$ cat src/rtl/soc_reset_sequencer_pkg.sv
// Shared state encodings, reset-cause codes and helpers for the SoC reset sequencer.
package soc_reset_sequencer_pkg;

  typedef enum logic [1:0] {
    ST_ASSERT    = 2'b00,
    ST_WAIT_LOCK = 2'b01,
    ST_HOLD      = 2'b10,
    ST_RUN       = 2'b11
  } state_e;

  localparam logic [1:0] CAUSE_POR  = 2'b00;
  localparam logic [1:0] CAUSE_KEY  = 2'b01;
  localparam logic [1:0] CAUSE_LOCK = 2'b10;
  localparam logic [1:0] CAUSE_WDT  = 2'b11;

  function automatic logic [7:0] sat_inc8(input logic [7:0] v);
    if (v == 8'hFF) begin
      return v;
    end else begin
      return v + 8'h01;
    end
  endfunction

endpackage

$ cat src/rtl/soc_reset_sequencer_key_debounce.sv
// Push-button conditioner: 2-FF synchroniser followed by a consecutive-sample filter.
// Input is already polarity-corrected (1 = pressed); level resets to released.
module key_debounce
  import soc_reset_sequencer_pkg::*;
#(
  parameter int unsigned DEBOUNCE_CYCLES = 10000
) (
  input  logic clock,
  input  logic reset,
  input  logic raw,
  output logic level
);

  localparam int unsigned CW = $clog2(DEBOUNCE_CYCLES + 1);
  localparam logic [CW-1:0] CNT_ZERO = {CW{1'b0}};
  localparam logic [CW-1:0] CNT_LAST = CW'(DEBOUNCE_CYCLES - 1);

  logic          sync1_q, sync2_q;
  logic          level_q, level_d;
  logic [CW-1:0] cnt_q, cnt_d;

  // Count consecutive samples that disagree with the accepted level; any agreeing sample restarts.
  always_comb begin
    level_d = level_q;
    cnt_d   = CNT_ZERO;
    if (sync2_q != level_q) begin
      if (cnt_q == CNT_LAST) begin
        level_d = sync2_q;
        cnt_d   = CNT_ZERO;
      end else begin
        cnt_d   = cnt_q + CW'(1'b1);
      end
    end else begin
      cnt_d = CNT_ZERO;
    end
  end

  always_ff @(posedge clock) begin
    if (reset) begin
      sync1_q <= 1'b0;
      sync2_q <= 1'b0;
      level_q <= 1'b0;
      cnt_q   <= CNT_ZERO;
    end else begin
      sync1_q <= raw;
      sync2_q <= sync1_q;
      level_q <= level_d;
      cnt_q   <= cnt_d;
    end
  end

  assign level = level_q;

endmodule

$ cat src/rtl/soc_reset_sequencer.sv
// SoC reset sequencer: holds soc_reset until PLL lock plus hold-off, re-asserts on key/lock loss.
// Optional watchdog enabled by defining SOC_RESET_SEQ_WDT_EN.
module soc_reset_sequencer
  import soc_reset_sequencer_pkg::*;
#(
  parameter int unsigned HOLD_CYCLES     = 256,
  parameter int unsigned DEBOUNCE_CYCLES = 10000,
  parameter bit          KEY_ACTIVE_LOW  = 1'b1,
  parameter int unsigned WDT_CYCLES      = 2**24
) (
  input  logic       clock,
  input  logic       reset,
  input  logic       pll_locked,
  input  logic       key_i,
  input  logic       wdt_kick,
  output logic       soc_reset,
  output logic [1:0] rst_cause,
  output logic [7:0] rst_count
);

  localparam int unsigned HW = $clog2(HOLD_CYCLES);
  localparam logic [HW-1:0] HOLD_ZERO = {HW{1'b0}};
  localparam logic [HW-1:0] HOLD_LAST = HW'(HOLD_CYCLES - 1);

  logic          lock_meta_q, lock_s_q;
  logic          key_pressed_raw_s, key_lvl_s, key_prev_q, key_press_s;
  logic          wdt_timeout_s;
  state_e        state_q, state_d;
  logic [HW-1:0] hold_cnt_q, hold_cnt_d;
  logic          soc_reset_q, soc_reset_d;
  logic [1:0]    cause_q, cause_d;
  logic [7:0]    count_q, count_d;

  assign key_pressed_raw_s = KEY_ACTIVE_LOW ? ~key_i : key_i;
  assign key_press_s       = key_lvl_s & ~key_prev_q;

  key_debounce #(
    .DEBOUNCE_CYCLES(DEBOUNCE_CYCLES)
  ) u_key_debounce (
    .clock(clock),
    .reset(reset),
    .raw  (key_pressed_raw_s),
    .level(key_lvl_s)
  );

`ifdef SOC_RESET_SEQ_WDT_EN
  localparam int unsigned WW = $clog2(WDT_CYCLES);
  localparam logic [WW-1:0] WDT_ZERO = {WW{1'b0}};
  localparam logic [WW-1:0] WDT_LAST = WW'(WDT_CYCLES - 1);

  logic [WW-1:0] wdt_cnt_q, wdt_cnt_d;

  // A kick on the terminal count suppresses the timeout.
  always_comb begin
    if ((state_q != ST_RUN) || wdt_kick) begin
      wdt_cnt_d = WDT_ZERO;
    end else begin
      wdt_cnt_d = wdt_cnt_q + WW'(1'b1);
    end
  end

  assign wdt_timeout_s = (state_q == ST_RUN) && !wdt_kick && (wdt_cnt_q == WDT_LAST);

  always_ff @(posedge clock) begin
    if (reset) begin
      wdt_cnt_q <= WDT_ZERO;
    end else begin
      wdt_cnt_q <= wdt_cnt_d;
    end
  end
`else
  logic wdt_unused_s;
  assign wdt_unused_s  = wdt_kick ^ (WDT_CYCLES == 32'd0);
  assign wdt_timeout_s = 1'b0;
`endif

  always_ff @(posedge clock) begin
    if (reset) begin
      lock_meta_q <= 1'b0;
      lock_s_q    <= 1'b0;
      key_prev_q  <= 1'b0;
      state_q     <= ST_ASSERT;
      hold_cnt_q  <= HOLD_ZERO;
      soc_reset_q <= 1'b1;
      cause_q     <= CAUSE_POR;
      count_q     <= 8'h00;
    end else begin
      lock_meta_q <= pll_locked;
      lock_s_q    <= lock_meta_q;
      key_prev_q  <= key_lvl_s;
      state_q     <= state_d;
      hold_cnt_q  <= hold_cnt_d;
      soc_reset_q <= soc_reset_d;
      cause_q     <= cause_d;
      count_q     <= count_d;
    end
  end

  // Exit priority out of the active states: key press, then lock loss, then watchdog.
  always_comb begin
    state_d    = state_q;
    hold_cnt_d = HOLD_ZERO;
    case (state_q)
      ST_ASSERT: begin
        if (!key_lvl_s) begin
          state_d = ST_WAIT_LOCK;
        end else begin
          state_d = ST_ASSERT;
        end
      end
      ST_WAIT_LOCK: begin
        if (key_press_s) begin
          state_d = ST_ASSERT;
        end else if (lock_s_q) begin
          state_d = ST_HOLD;
        end else begin
          state_d = ST_WAIT_LOCK;
        end
      end
      ST_HOLD: begin
        if (key_press_s) begin
          state_d = ST_ASSERT;
        end else if (!lock_s_q) begin
          state_d = ST_WAIT_LOCK;
        end else if (hold_cnt_q == HOLD_LAST) begin
          state_d = ST_RUN;
        end else begin
          state_d    = ST_HOLD;
          hold_cnt_d = hold_cnt_q + HW'(1'b1);
        end
      end
      ST_RUN: begin
        if (key_press_s) begin
          state_d = ST_ASSERT;
        end else if (!lock_s_q) begin
          state_d = ST_WAIT_LOCK;
        end else if (wdt_timeout_s) begin
          state_d = ST_ASSERT;
        end else begin
          state_d = ST_RUN;
        end
      end
      default: begin
        state_d = ST_ASSERT;
      end
    endcase
  end

  always_comb begin
    soc_reset_d = (state_d != ST_RUN);
    if (key_press_s && (state_q != ST_ASSERT)) begin
      cause_d = CAUSE_KEY;
    end else if ((state_q == ST_RUN) && !lock_s_q) begin
      cause_d = CAUSE_LOCK;
    end else if ((state_q == ST_RUN) && wdt_timeout_s) begin
      cause_d = CAUSE_WDT;
    end else begin
      cause_d = cause_q;
    end
    if ((state_q == ST_RUN) && (state_d != ST_RUN)) begin
      count_d = sat_inc8(count_q);
    end else begin
      count_d = count_q;
    end
  end

  assign soc_reset = soc_reset_q;
  assign rst_cause = cause_q;
  assign rst_count = count_q;

endmodule

$ cat config.mk
export PLATFORM = sky130hd
export DESIGN_NAME = soc_reset_sequencer
export DESIGN_NICKNAME = d
export VERILOG_FILES = /design/src/rtl/soc_reset_sequencer_pkg.sv /design/src/rtl/soc_reset_sequencer_key_debounce.sv /design/src/rtl/soc_reset_sequencer.sv
export SDC_FILE = /design/constraint.sdc
export NUM_CORES = 1
export LEC_CHECK = 0
export BUFFER_PORTS_ARGS = -buffer_cell sky130_fd_sc_hd__clkbuf_2
export CORE_AREA = 3 3 78 51
export CTS_CLUSTER_DIAMETER = 40
export DETAILED_ROUTE_END_ITERATION = 6
export DIE_AREA = 0 0 81 54
export GPL_TIMING_DRIVEN = 0
export HOLD_SLACK_MARGIN = 0.15
export PLACE_DENSITY = 0.78
export SYNTH_ARGS = -nofsm -noshare
export SYNTH_HDL_FRONTEND = slang
export SYNTH_SLANG_ARGS = --single-unit
export TNS_END_PERCENT = 10
$ cat constraint.sdc
create_clock -name clock -period 2.7 [get_ports clock]
set_input_delay 0 -clock clock [delete_from_list [all_inputs] [get_ports clock]]
set_output_delay 0 -clock clock [all_outputs]
set_load 0.005 [all_outputs]
==> metrics.md, run 1 <==
| Metric | Value |
|---|---|
| Run status | finished, final reports clean |
| Number of buffers between clock root and the deepest sink | 2 |
| Met2 wire length | approximately 1100 µm |
| Clk pin slew, worst setup/hold paths | 0.07 ns |
| CTS sink count | 41 |
| Port Buffers | 14 |
| Number of failing setup endpoints in the final timing report | 0 |
| Cts bufs inserted | 5 |
| Total number of vias | between 1000 and 1500 |
| Max stage delay on crit path | 0.38 ns |
| Vias in the first global route | 1145 |
| DRC violations left | 0 |
| Highest routed metal layer | met4 |
| Final worst path period share | 0.722 |
| Min Tclk post-route | 1.95 ns |
| Post-synthesis cell area | between 0.0015 and 0.002 mm² |
| Storage element area | slightly above 800 µm² |
| Endpoint required time on the critical path | a little under 3 ns |
| Filler cell count | around 300 |
| Antenna Nets Post-Route | 0 |
| Top FF cell, synth | dfxtp_1 |
| Most common library cell in the layout ignoring fill and taps | dfxtp_1 |
| Met3 Wirelength | 134 µm |
| WS Path Type | register to register |
| Maximum ir drop on the vdd rail | approximately 0.26 mV |
| Share of flip-flops with an asynchronous set or reset | 0 |
| Worst Path Arrival | ~2.2 ns |
| Layout-stage area growth over the synthesis result | 15.6% |
| Fraction of final layout cells with drive strength greater than 1 | 0.129 |
| Initial core utilization | 0.519 |
| Cells after synthesis | between 150 and 200 |
| Clock tree from TritonCTS | done |
| Number of unique standard cell types used by synthesis | 33 |
| Top Family by Delay on Critical Path | simple AND/OR/NAND/NOR gates |
| Largest net degree at the start of global routing | 13 |
| Unrepaired setup endpoints after global routing | false |
| Height of the die | 54 µm |
| Routed wire per std cell | 11.9 µm |
| Clock tree skew after final layout | 0.00647 ns |
| Post-synth EDFFs | 0 |
| Flip-flop and latch count after synthesis | 41 |
| Cell Chain, Critical Path | ha_1, and3_1, a221o_1, buf_2, or3_1, a21oi_1 |
| Diodes inserted | 0 |
| X dimension of the die | 81 µm |
| Metal1 wirelength | ~1700 µm |
| Worst Setup End Kind | register |
| Final nets | around 220 |
| Number of H-tree levels | 2 |
| Type of the most critical hold path | primary input to register |
| Starting DRC count in detailed routing | roughly 60 |
| 1st-pass router iterations | 4 |
| Bufs and invs on worst path | 1 |
| Final worst hold slack | 0.215 ns |
| Worst-Skew Late Latency | between 0.2 and 0.3 ns |
| Most frequent cells in the layout | dfxtp_1 (41), nor2_1 (31), clkbuf_2 (14) |
| Footprint of the multi-input gates | a little over 800 µm² |
| Number of pins with negative max-slew slack in the final report | 0 |
| Slowest cell on the critical path | a221o_1 |
| Boundary Pins | 16 |
| Post-Syn Nets | 194 |
| Crit Path Max Fanout | 10 |
| Yosys warning total | 0 |
| Setup TNS after final layout | 0 ns |
| Actual slew at the worst max-slew pin | 0.501 ns |
| Share of the synthesized area in the top cell type | 0.488 |
| Headroom to the max-slew limit | 0.666 |
| Post-cts sizing count | 0 |
| Pwr per Cell Area | ~590 mW/mm² |
| Sum of net half-perimeters after detailed placement | 2150 µm |
| Count of final hold-check violations | 0 |
| GRT Resource Usage Total | 0.167 |
| Sequential area share after synthesis | 0.488 |
| Crit start category | register |
| Overall die area | approximately 0.0044 mm² |
| Final weighted congestion of routability-driven global placement | just under 0.8 |
| Placeable Area | between 0.003 and 0.004 mm² |
| Avg Vias per Cell | around 5.0 |
| Global route total overflow | 0 |
| Buffer cell driving the clock tree root | clkbuf_8 |
| Number of antenna violations at the first check in global routing | 0 |
| Total routed wirelength | slightly above 3000 µm |
| Synthesized area divided by synthesized cell count | roughly 9 µm² |
| Top cells by area, synth | dfxtp_1 (49%), nor2_1 (6.9%), xnor2_1 (6.2%) |
| Maximum Capacitance Violations | 0 |
| Leak Pwr | around 0.69 nW |
| Register-to-register path setup slack | 0.75 ns |
| Standard-cell rows | 16 |
| Wire length of the first global-routing pass | roughly 5400 µm |
| Top achievable clock speed | 0.513 GHz |
| Area leader, netlist | dfxtp_1 |
-- synth_stat cells (2+ instances only) --
library cell / instances
a21oi_1: 7
and4_1: 3
clkbuf_1: 3
dfxtp_1: 41
ha_1: 3
inv_1: 6
mux2i_1: 2
nand2_1: 10
nand2b_1: 3
nand3_1: 8
nand4_1: 6
nor2_1: 31
nor2b_1: 6
nor3_1: 7
o21ai_0: 6
o31ai_1: 2
or3_1: 4
or4_1: 4
xnor2_1: 12
xor2_1: 9
-- worst register-to-register path, cell delays in order (launching register included) --
cell,delay (ns)
dfxtp_1,0.36
ha_1,0.26
and3_1,0.20
a221o_1,0.39
buf_2,0.20
or3_1,0.35
a21oi_1,0.13
-- cell families after synthesis --
kind of cell / count (synthesis) / share of synthesized area
AND/OR/NAND/NOR: 88 / 0.268
flip-flops: 41 / 0.488
XOR/XNOR: 21 / 0.109
AO/OA/AOI/OAI: 20 / 0.0707
buffers and inverters: 11 / 0.0298
adder cells (fa/ha/maj): 3 / 0.0223
multiplexers: 2 / 0.0119
-- cell type report --
type                       instances  area share
timing repair buffer              16      0.0463
clock inverter                     1      0.0154
sequential                        41       0.422
buffer                             5      0.0142
tap                               45      0.0290
clock buffer                       7      0.0444
inverter                           6      0.0116
multi-input combinational        134       0.417
-- layer usage --
layer | up-vias | track usage
li1 | 686 | -
met1 | 568 | 0.245
met2 | 27 | 0.217
met3 | 4 | 0.0452
met4 | 0 | 0.0927
met5 | - | 0
-- metrics by stage --
stage | power [mW] | cells | instance area (µm²) | utilization | worst slack (ns)
5_1_grt | 1.18 | 255 | 1940 | 0.600 | 0.659
3_3_place_gp | 0.647 | 245 | 1810 | 0.557 | 0.780
4_1_cts | 1.16 | 255 | 1940 | 0.600 | 0.753
6_report | 1.14 | 255 | 1940 | 0.600 | 0.750
3_5_place_dp | 0.648 | 245 | 1810 | 0.557 | 0.769
2_1_floorplan | 0.640 | 186 | 1680 | - | 0.908
-- timing repair --
action / CTS / global route
hold buffers: 2 / 0
hold endpoints to repair: 2 / 0
setup buffers: 0 / 0
-- worst paths after layout --
check                               startpoint                                end  cells past startpoint
max reg2reg          rst_count[0]$_SDFFE_PP0P_          rst_count[7]$_SDFFE_PP0P_                      6
min                                      reset  u_key_debounce.sync2_q$_SDFF_PP0_                      3
min reg2reg  u_key_debounce.sync1_q$_SDFF_PP0_  u_key_debounce.sync2_q$_SDFF_PP0_                      1
max                  rst_count[0]$_SDFFE_PP0P_          rst_count[7]$_SDFFE_PP0P_                      6
-- power by group --
group / leakage [nW] / switching, mW / internal, mW / total, mW
Clock: 0.0585 / 0.207 / 0.301 / 0.509
Sequential: 0.332 / 0.00454 / 0.609 / 0.614
Combinational: 0.300 / 0.0118 / 0.0103 / 0.0222
-- registers in the layout, indices dropped and copies added (netlist names) --
register,count
soc_reset,1
rst_count,8
lock_s_q,1
u_key_debounce.sync2_q,1
u_key_debounce.sync1_q,1
rst_cause,2
lock_meta_q,1
hold_cnt_q,8
u_key_debounce.cnt_q,14
state_q,2
key_prev_q,1
u_key_debounce.level,1
(Power assumes the default switching activity.)
==> run 2: changes to the inputs <==
Settings changed: ABC_AREA from default to 1, CORE_AREA 3 3 78 51 to 3 3 83 53, DIE_AREA 0 0 81 54 to 0 0 86 56, PLACE_DENSITY 0.78 to 0.81.
Clock period 2.7 ns to 1.7 ns, I/O delays scaled along.
==> metrics.md, run 2 <==
| Metric | Value |
|---|---|
| Unrepaired setup endpoints after global routing | false |
| Crit Path Max Fanout | 9 (-1) |
| Register-to-register path setup slack | 0.14 ns (-0.61 ns) |
| Diodes inserted | 0 (unchanged) |
| CP endpoint | rst_count[0]$_SDFFE_PP0P_ |
| Post-CTS setup buffer count | 0 (unchanged) |
| Clock tree from TritonCTS | done |
| Cells after DPL | 298 (+22%) |
| Clock tree skew after final layout | 0.00566 ns (-0.000811 ns) |
| Leak Pwr | 0.785 nW (+14%) |
| Flip-flop and latch count after synthesis | 41 (unchanged) |
| Launching instance or port of the critical path | rst_count[0]$_SDFFE_PP0P_ |
| 1st-pass router iterations | 4 (unchanged) |
| Number of unique standard cell types used by synthesis | 30 (-9.1%) |
| Min Tclk post-route | 1.56 ns (-0.389 ns) |
| Headroom to the max-slew limit | 0.680 (+0.0141) |
| Total internal power | 1.29 mW (+40%) |
| CTS sink count | 41 (unchanged) |
| Final nets | 269 (+24%) |
| Total number of vias | 1538 (+20%) |
| WS Path Type | register to register |
| Final weighted congestion of routability-driven global placement | 0.838 (+7.0%) |
| Standard-cell rows | 17 (+1) |
| Number of antenna violations at the first check in global routing | 0 (unchanged) |
| Area leader, netlist | dfxtp_1 |
| Wire length of the first global-routing pass | 6190 µm (+15%) |
| Share of the synthesized area in the top cell type | 0.432 (-0.0562) |
| Share of flip-flops with an asynchronous set or reset | 0 (unchanged) |
| Run status | finished, final reports clean |
| Relative contribution of the clock network to total power | 0.366 (-0.079) |
| Crit start category | register |
| Most common library cell in the layout ignoring fill and taps | nor2_1 |
| Footprint of the multi-input gates | 982 µm² (+21%) |
| Height of the die | 56 µm (+3.7%) |
| Pwr per Cell Area | 770 mW/mm² (+31%) |
| Synth top cells by count | nor2_1 (44), dfxtp_1 (41), nand2_1 (36) |
| Fraction of final layout cells with drive strength greater than 1 | 0.198 (+0.0699) |
| Starting DRC count in detailed routing | 45 (-24%) |
| Total power after layout | 1.65 mW (+44%) |
| Layout-stage area growth over the synthesis result | 13.0% |
| Post-synth EDFFs | 0 (unchanged) |
| Clk pin slew, worst setup/hold paths | 0.07 ns (about the same) |
| Synthesized area divided by synthesized cell count | 7.99 µm² (-12%) |
| Net Switching | 0.368 mW (+65%) |
| Switching power as a share of total power | 0.223 (+0.0272) |
| Yosys warning total | 0 (unchanged) |
| Final non-filler cell area | 0.00215 mm² (+10%) |
| Overall die area | 0.00482 mm² (+10%) |
| Final worst path period share | 0.918 (+0.196) |
| Flip-flop count of the largest register after layout | 14 (unchanged) |
| Count of final hold-check violations | 0 (unchanged) |
| Type of the most critical hold path | primary input to register |
| Storage element area | 822 µm² (+0.15%) |
| Endpoint required time on the critical path | 1.93 ns (-0.99 ns) |
| Cts bufs inserted | 5 (unchanged) |
| Setup TNS after final layout | 0 ns (unchanged) |
| Buffer cell driving the clock tree root | clkbuf_8 |
| Place WS | 0.146 ns (-0.622 ns) |
| Sequential area share after synthesis | 0.432 (-0.0562) |
| Top achievable clock speed | 0.641 GHz (+25%) |
| Largest net degree at the start of global routing | 12 (-1) |
| Combinational Power Share | 0.045 (+0.026) |
| X dimension of the die | 86 µm (+6.2%) |
| Worst-Skew Late Latency | 0.29 ns (about the same) |
| Number of buffers between clock root and the deepest sink | 2 (unchanged) |
| R2r worst-path depth | 7 (+1) |
| Largest register by flop count | u_key_debounce.cnt_q |
| Source of the worst register-to-register timing path | rst_count[0]$_SDFFE_PP0P_ |
| Actual slew at the worst max-slew pin | 0.480 ns (-0.0212 ns) |
| Area post-placement | 0.00202 mm² (+12%) |
| Part of the total power dissipated in sequential elements | 0.589 (+0.053) |
| Antenna Nets Post-Route | 0 (unchanged) |
| Placeable Area | 0.00368 mm² (+13%) |
| Post-layout worst setup margin | 0.139 ns (-0.611 ns) |
| Global route total overflow | 0 (unchanged) |
| Maximum Capacitance Violations | 0 (unchanged) |
| DRC violations left | 0 (unchanged) |
| Filler cell count | 353 (+19%) |
| Post-synthesis cell area | 0.00190 mm² (+13%) |
| Total routed wirelength | 3470 µm (+14%) |
| Non-filler instance count after layout | 309 (+21%) |
| Post-Syn Nets | 246 (+27%) |
| GRT Resource Usage Total | 0.162 (-0.00557) |
| Most frequent cells in the layout | nor2_1 (44), dfxtp_1 (40), nand2_1 (36) |
| Initial core utilization | 0.516 (-0.00203) |
| Worst hold path cell count | 3 (unchanged) |
| Avg Vias per Cell | 4.98 (-1.2%) |
| Worst Path Arrival | 1.79 ns (-0.38 ns) |
| Vias in the first global route | 1407 (+23%) |
| Most frequent cell after synthesis | nor2_1 |
| Sum of net half-perimeters after detailed placement | 2620 µm (+22%) |
| Top cells by area, synth | dfxtp_1 (43%), nor2_1 (8.7%), nand2_1 (7.1%) |
| Port Buffers | 13 (-1) |
| Maximum ir drop on the vdd rail | 0.494 mV (+88%) |
| Number of pins with negative max-slew slack in the final report | 0 (unchanged) |
| Worst Setup End Kind | register |
| Boundary Pins | 16 (unchanged) |
| Routed wire per std cell | 11.2 µm (-5.9%) |
| Number of H-tree levels | 2 (unchanged) |
| Top FF cell, synth | dfxtp_1 |
| Reg-to-reg critical path endpoint | rst_count[0]$_SDFFE_PP0P_ |
| Cells after synthesis | 238 (+28%) |
| Number of failing setup endpoints in the final timing report | 0 (unchanged) |
## run 2: changes by cell type in the layout (fill, tap and decap cells not counted), sizes merged, moves of 3 or more
| cell | before | now |
|---|---|---|
| or3 | 4 | 0 |
| and4 | 3 | 0 |
| clkbuf | 24 | 21 |
| inv | 6 | 27 |
| nand2 | 11 | 43 |
| xnor2 | 12 | 4 |
| or4 | 5 | 0 |
| nand3 | 8 | 23 |
| nand2b | 3 | 0 |
| a21oi | 7 | 14 |
| nor2b | 6 | 0 |
| nor2 | 31 | 49 |
## run 2: how the worst min path moves through the flow
stage | startpoint | end
3_5_place_dp | key_i | u_key_debounce.sync1_q$_SDFF_PP0_
5_1_grt | key_i | u_key_debounce.sync1_q$_SDFF_PP0_
3_3_place_gp | key_i | u_key_debounce.sync1_q$_SDFF_PP0_
2_1_floorplan | key_i | u_key_debounce.sync1_q$_SDFF_PP0_
6_report | key_i | u_key_debounce.sync1_q$_SDFF_PP0_
4_1_cts | key_i | u_key_debounce.sync1_q$_SDFF_PP0_
## run 2: repair_timing
item                                   in CTS  in global routing
endpoints found under the hold margin       9                  0
hold buffers                                3                  0
setup endpoints to repair                   0                 20
gates resized for setup                     0                  4
## run 2: stage by stage
step / utilization / hold slack, ns
finish: 0.584 / 0.384
global route: 0.584 / 0.403
CTS: 0.580 / 0.376
detailed placement: 0.550 / 0.156
global placement: 0.550 / 0.153
floorplan: - / 0.0667
## run 2: cells by family after synthesis
logic type | Yosys count | synth area share
AOI/OAI and AO/OA | 20 | 0.0770
xor gates and xnor gates | 12 | 0.0553
adders and majority gates | 3 | 0.0198
buffers and inverters | 29 | 0.0579
DFF | 41 | 0.432
and+or+nand+nor | 133 | 0.358
## run 2: final cells by class
type                            count  area share
Buffer                              2     0.00408
Clock buffer                        8      0.0373
Inverter                           27      0.0472
Multi-Input combinational cell    168       0.457
Sequential cell                    41       0.383
Tap cell                           47      0.0274
Timing Repair Buffer               16      0.0443
## run 2: worst max-delay path, stage by stage, from the launching register on
cell,delay [ns]
dfxtp_1,0.41
ha_2,0.24
nand3_1,0.10
nor2_2,0.18
a31oi_4,0.21
nand2_8,0.16
nand2_1,0.08
a21oi_2,0.12
## run 2: power groups by stage
stage	Sequential [mW]	Clock, mW	Combinational, mW
2_1_floorplan	0.995	0	0.0557
3_3_place_gp	0.996	0	0.0673
3_5_place_dp	0.996	0	0.0694
4_1_cts	0.973	0.636	0.0750
5_1_grt	0.974	0.664	0.0832
6_report	0.974	0.605	0.0748
## run 2: per-layer routing
metal | GRT usage | routed length [µm] | vias to the layer above
met1 | 0.233 | 1910 | 698
met3 | 0.0488 | 137 | 5
met2 | 0.213 | 1360 | 21
met4 | 0.0813 | 61 | 0
li1 | - | - | 814
met5 | 0 | 0 | -
==> run 3: changes to the inputs <==
Settings changed: CORE_AREA 3 3 83 53 to 3 3 65 67, DIE_AREA 0 0 86 56 to 0 0 68 70.
==> metrics.md, run 3 (synthesized netlist as in run 2, its figures left out) <==
| Metric | Value |
|---|---|
| Post-CTS setup buffer count | 0 (unchanged) |
| Type of the most critical hold path | primary input to register |
| Crit Path Max Fanout | 10 (+1) |
| Total internal power | 1.58 mW (+23%) |
| GRT Resource Usage Total | 0.155 (-0.00730) |
| Port Buffers | 13 (unchanged) |
| Number of buffers between clock root and the deepest sink | 2 (unchanged) |
| 1st-pass router iterations | 4 (unchanged) |
| Part of the total power dissipated in sequential elements | 0.495 (-0.094) |
| Routed wire per std cell | 10.1 µm (-9.7%) |
| Count of final hold-check violations | 0 (unchanged) |
| Total number of vias | 1517 (-1.4%) |
| Fraction of final layout cells with drive strength greater than 1 | 0.206 (+0.00763) |
| Crit start category | register |
| Starting DRC count in detailed routing | 69 (+53%) |
| Most common library cell in the layout ignoring fill and taps | nor2_1 |
| Global route total overflow | 0 (unchanged) |
| X dimension of the die | 68 µm (-21%) |
| Source of the worst register-to-register timing path | u_key_debounce.cnt_q[0]$_SDFF_PP0_ |
| Clk pin slew, worst setup/hold paths | 0.08 ns (about the same) |
| Storage element area | 822 µm² (unchanged) |
| Number of H-tree levels | 2 (unchanged) |
| Reg-to-reg critical path endpoint | u_key_debounce.cnt_q[5]$_SDFF_PP0_ |
| Relative contribution of the clock network to total power | 0.469 (+0.103) |
| Cts bufs inserted | 5 (unchanged) |
| Largest net degree at the start of global routing | 14 (+2) |
| Switching power as a share of total power | 0.198 (-0.0245) |
| R2r worst-path depth | 8 (+1) |
| Worst Setup End Kind | register |
| Placeable Area | 0.00369 mm² (+0.24%) |
| Min Tclk post-route | 1.52 ns (-0.0448 ns) |
| Register-to-register path setup slack | 0.18 ns (+0.04 ns) |
| Hold path endpoint | u_key_debounce.sync1_q$_SDFF_PP0_ |
| Pwr per Cell Area | 895 mW/mm² (+16%) |
| Launch instance of the worst min-delay path | key_i |
| Net Switching | 0.390 mW (+5.8%) |
| Number of pins with negative max-slew slack in the final report | 0 (unchanged) |
| Clock tree from TritonCTS | done |
| Maximum Capacitance Violations | 0 (unchanged) |
| Layout-stage area growth over the synthesis result | 15.5% |
| Avg Vias per Cell | 4.89 (-1.7%) |
| Boundary Pins | 16 (unchanged) |
| Launching instance or port of the critical path | u_key_debounce.cnt_q[0]$_SDFF_PP0_ |
| Total routed wirelength | 3140 µm (-9.4%) |
| Combinational Power Share | 0.036 (-0.009) |
| Actual slew at the worst max-slew pin | 0.491 ns (+0.0118 ns) |
| Footprint of the multi-input gates | 975 µm² (-0.76%) |
| Top achievable clock speed | 0.660 GHz (+3.0%) |
| Number of failing setup endpoints in the final timing report | 0 (unchanged) |
| Area post-placement | 0.00203 mm² (about the same) |
| Diodes inserted | 0 (unchanged) |
| Final nets | 269 (unchanged) |
| Final non-filler cell area | 0.00220 mm² (+2.2%) |
| Headroom to the max-slew limit | 0.672 (-0.00786) |
| Run status | finished, final reports clean |
| Number of antenna violations at the first check in global routing | 0 (unchanged) |
| Total power after layout | 1.97 mW (+19%) |
| Flip-flop count of the largest register after layout | 14 (unchanged) |
| Buffer cell driving the clock tree root | clkbuf_8 |
| DRC violations left | 0 (unchanged) |
| Worst Path Arrival | 1.70 ns (-0.09 ns) |
| Standard-cell rows | 22 (+5) |
| Filler cell count | 344 (-2.5%) |
| Endpoint required time on the critical path | 1.88 ns (-0.05 ns) |
| Overall die area | 0.00476 mm² (-1.2%) |
| Initial core utilization | 0.515 (-0.00123) |
| Sum of net half-perimeters after detailed placement | 2320 µm (-11%) |
| Maximum ir drop on the vdd rail | 0.647 mV (+31%) |
| CTS sink count | 41 (unchanged) |
| Most frequent cells in the layout | nor2_1 (44), dfxtp_1 (40), nand2_1 (36) |
| Worst-Skew Late Latency | 0.30 ns (about the same) |
| Final weighted congestion of routability-driven global placement | 0.854 (+2.0%) |
| Antenna Nets Post-Route | 0 (unchanged) |
| Post-Route Utilization | 0.595 (+0.0115) |
| Worst hold path cell count | 3 (unchanged) |
| Vias in the first global route | 1389 (-1.3%) |
| WS Path Type | register to register |
| Wire length of the first global-routing pass | 5760 µm (-6.9%) |
| Clock tree skew after final layout | 0.00569 ns (+0.0000353 ns) |
| Leak Pwr | 0.816 nW (+3.9%) |
| Largest register by flop count | u_key_debounce.cnt_q |
| Height of the die | 70 µm (+25%) |
| Final worst path period share | 0.892 (-0.0263) |
-- run 3: cell types whose count changed in the layout (fill, tap and decap cells not counted) --
cell / delta
clkbuf_1: -3
bufinv_16: +2
clkinv_2: +1
ha_1: +1
ha_2: -1
nand2_2: +1
nand2_4: -1
-- run 3: power by group through the flow --
stage          Sequential [mW]  Clock, mW  Combinational [mW]
2_1_floorplan            0.995          0              0.0557
3_3_place_gp             0.995          0              0.0665
3_5_place_dp             0.996          0              0.0680
4_1_cts                  0.973      0.940              0.0731
5_1_grt                  0.974      0.976              0.0806
6_report                 0.973      0.921              0.0716
-- run 3: layout make-up --
class / instances / share of cell area
repair buffers: 16 / 0.0433
clock buffers: 5 / 0.0313
well taps: 48 / 0.0274
flip-flops and latches: 41 / 0.374
clock inverters: 3 / 0.0296
plain buffers: 2 / 0.00399
inverters: 27 / 0.0462
multi-input cells: 168 / 0.444
-- run 3: repair_timing --
action	in CTS	in global routing
hold buffers	3	0
endpoints found under the hold margin	9	0
endpoints found under the setup margin	0	11
resized for setup	0	2
-- run 3: through the flow --
stage          worst slack [ns]  std cells  hold slack (ns)  TNS (ns)
4_1_cts                   0.134        310            0.372         0
6_report                  0.184        310            0.387         0
5_1_grt                 -0.0180        310            0.398   -0.0339
3_3_place_gp              0.184        299            0.156         0
2_1_floorplan             0.330        238           0.0667         0
3_5_place_dp              0.143        299            0.155         0
-- run 3: worst max path at each step --
stage	end	slack, ns
floorplan	rst_count[6]$_SDFFE_PP0P_	0.33
global placement	u_key_debounce.cnt_q[8]$_SDFF_PP0_	0.18
detailed placement	u_key_debounce.cnt_q[13]$_SDFF_PP0_	0.14
CTS	rst_count[2]$_SDFFE_PP0P_	0.13
global route	u_key_debounce.cnt_q[11]$_SDFF_PP0_	-0.02
finish	u_key_debounce.cnt_q[5]$_SDFF_PP0_	0.18
-- run 3: metal layers --
layer | up-vias | wire (µm) | global-route usage
met5 | - | 0 | 0
met4 | 0 | 83 | 0.0618
met2 | 17 | 1410 | 0.234
li1 | 811 | - | -
met3 | 9 | 111 | 0.0482
met1 | 680 | 1540 | 0.200
-- run 3: critical path, stage by stage, from the launching register on --
cell and delay (ns):
dfxtp_1 0.36, ha_1 0.17, nand2_1 0.13, nor2_4 0.16
nand2_1 0.13, inv_1 0.07, nand3_1 0.10, nand2_2 0.21
a21oi_1 0.07
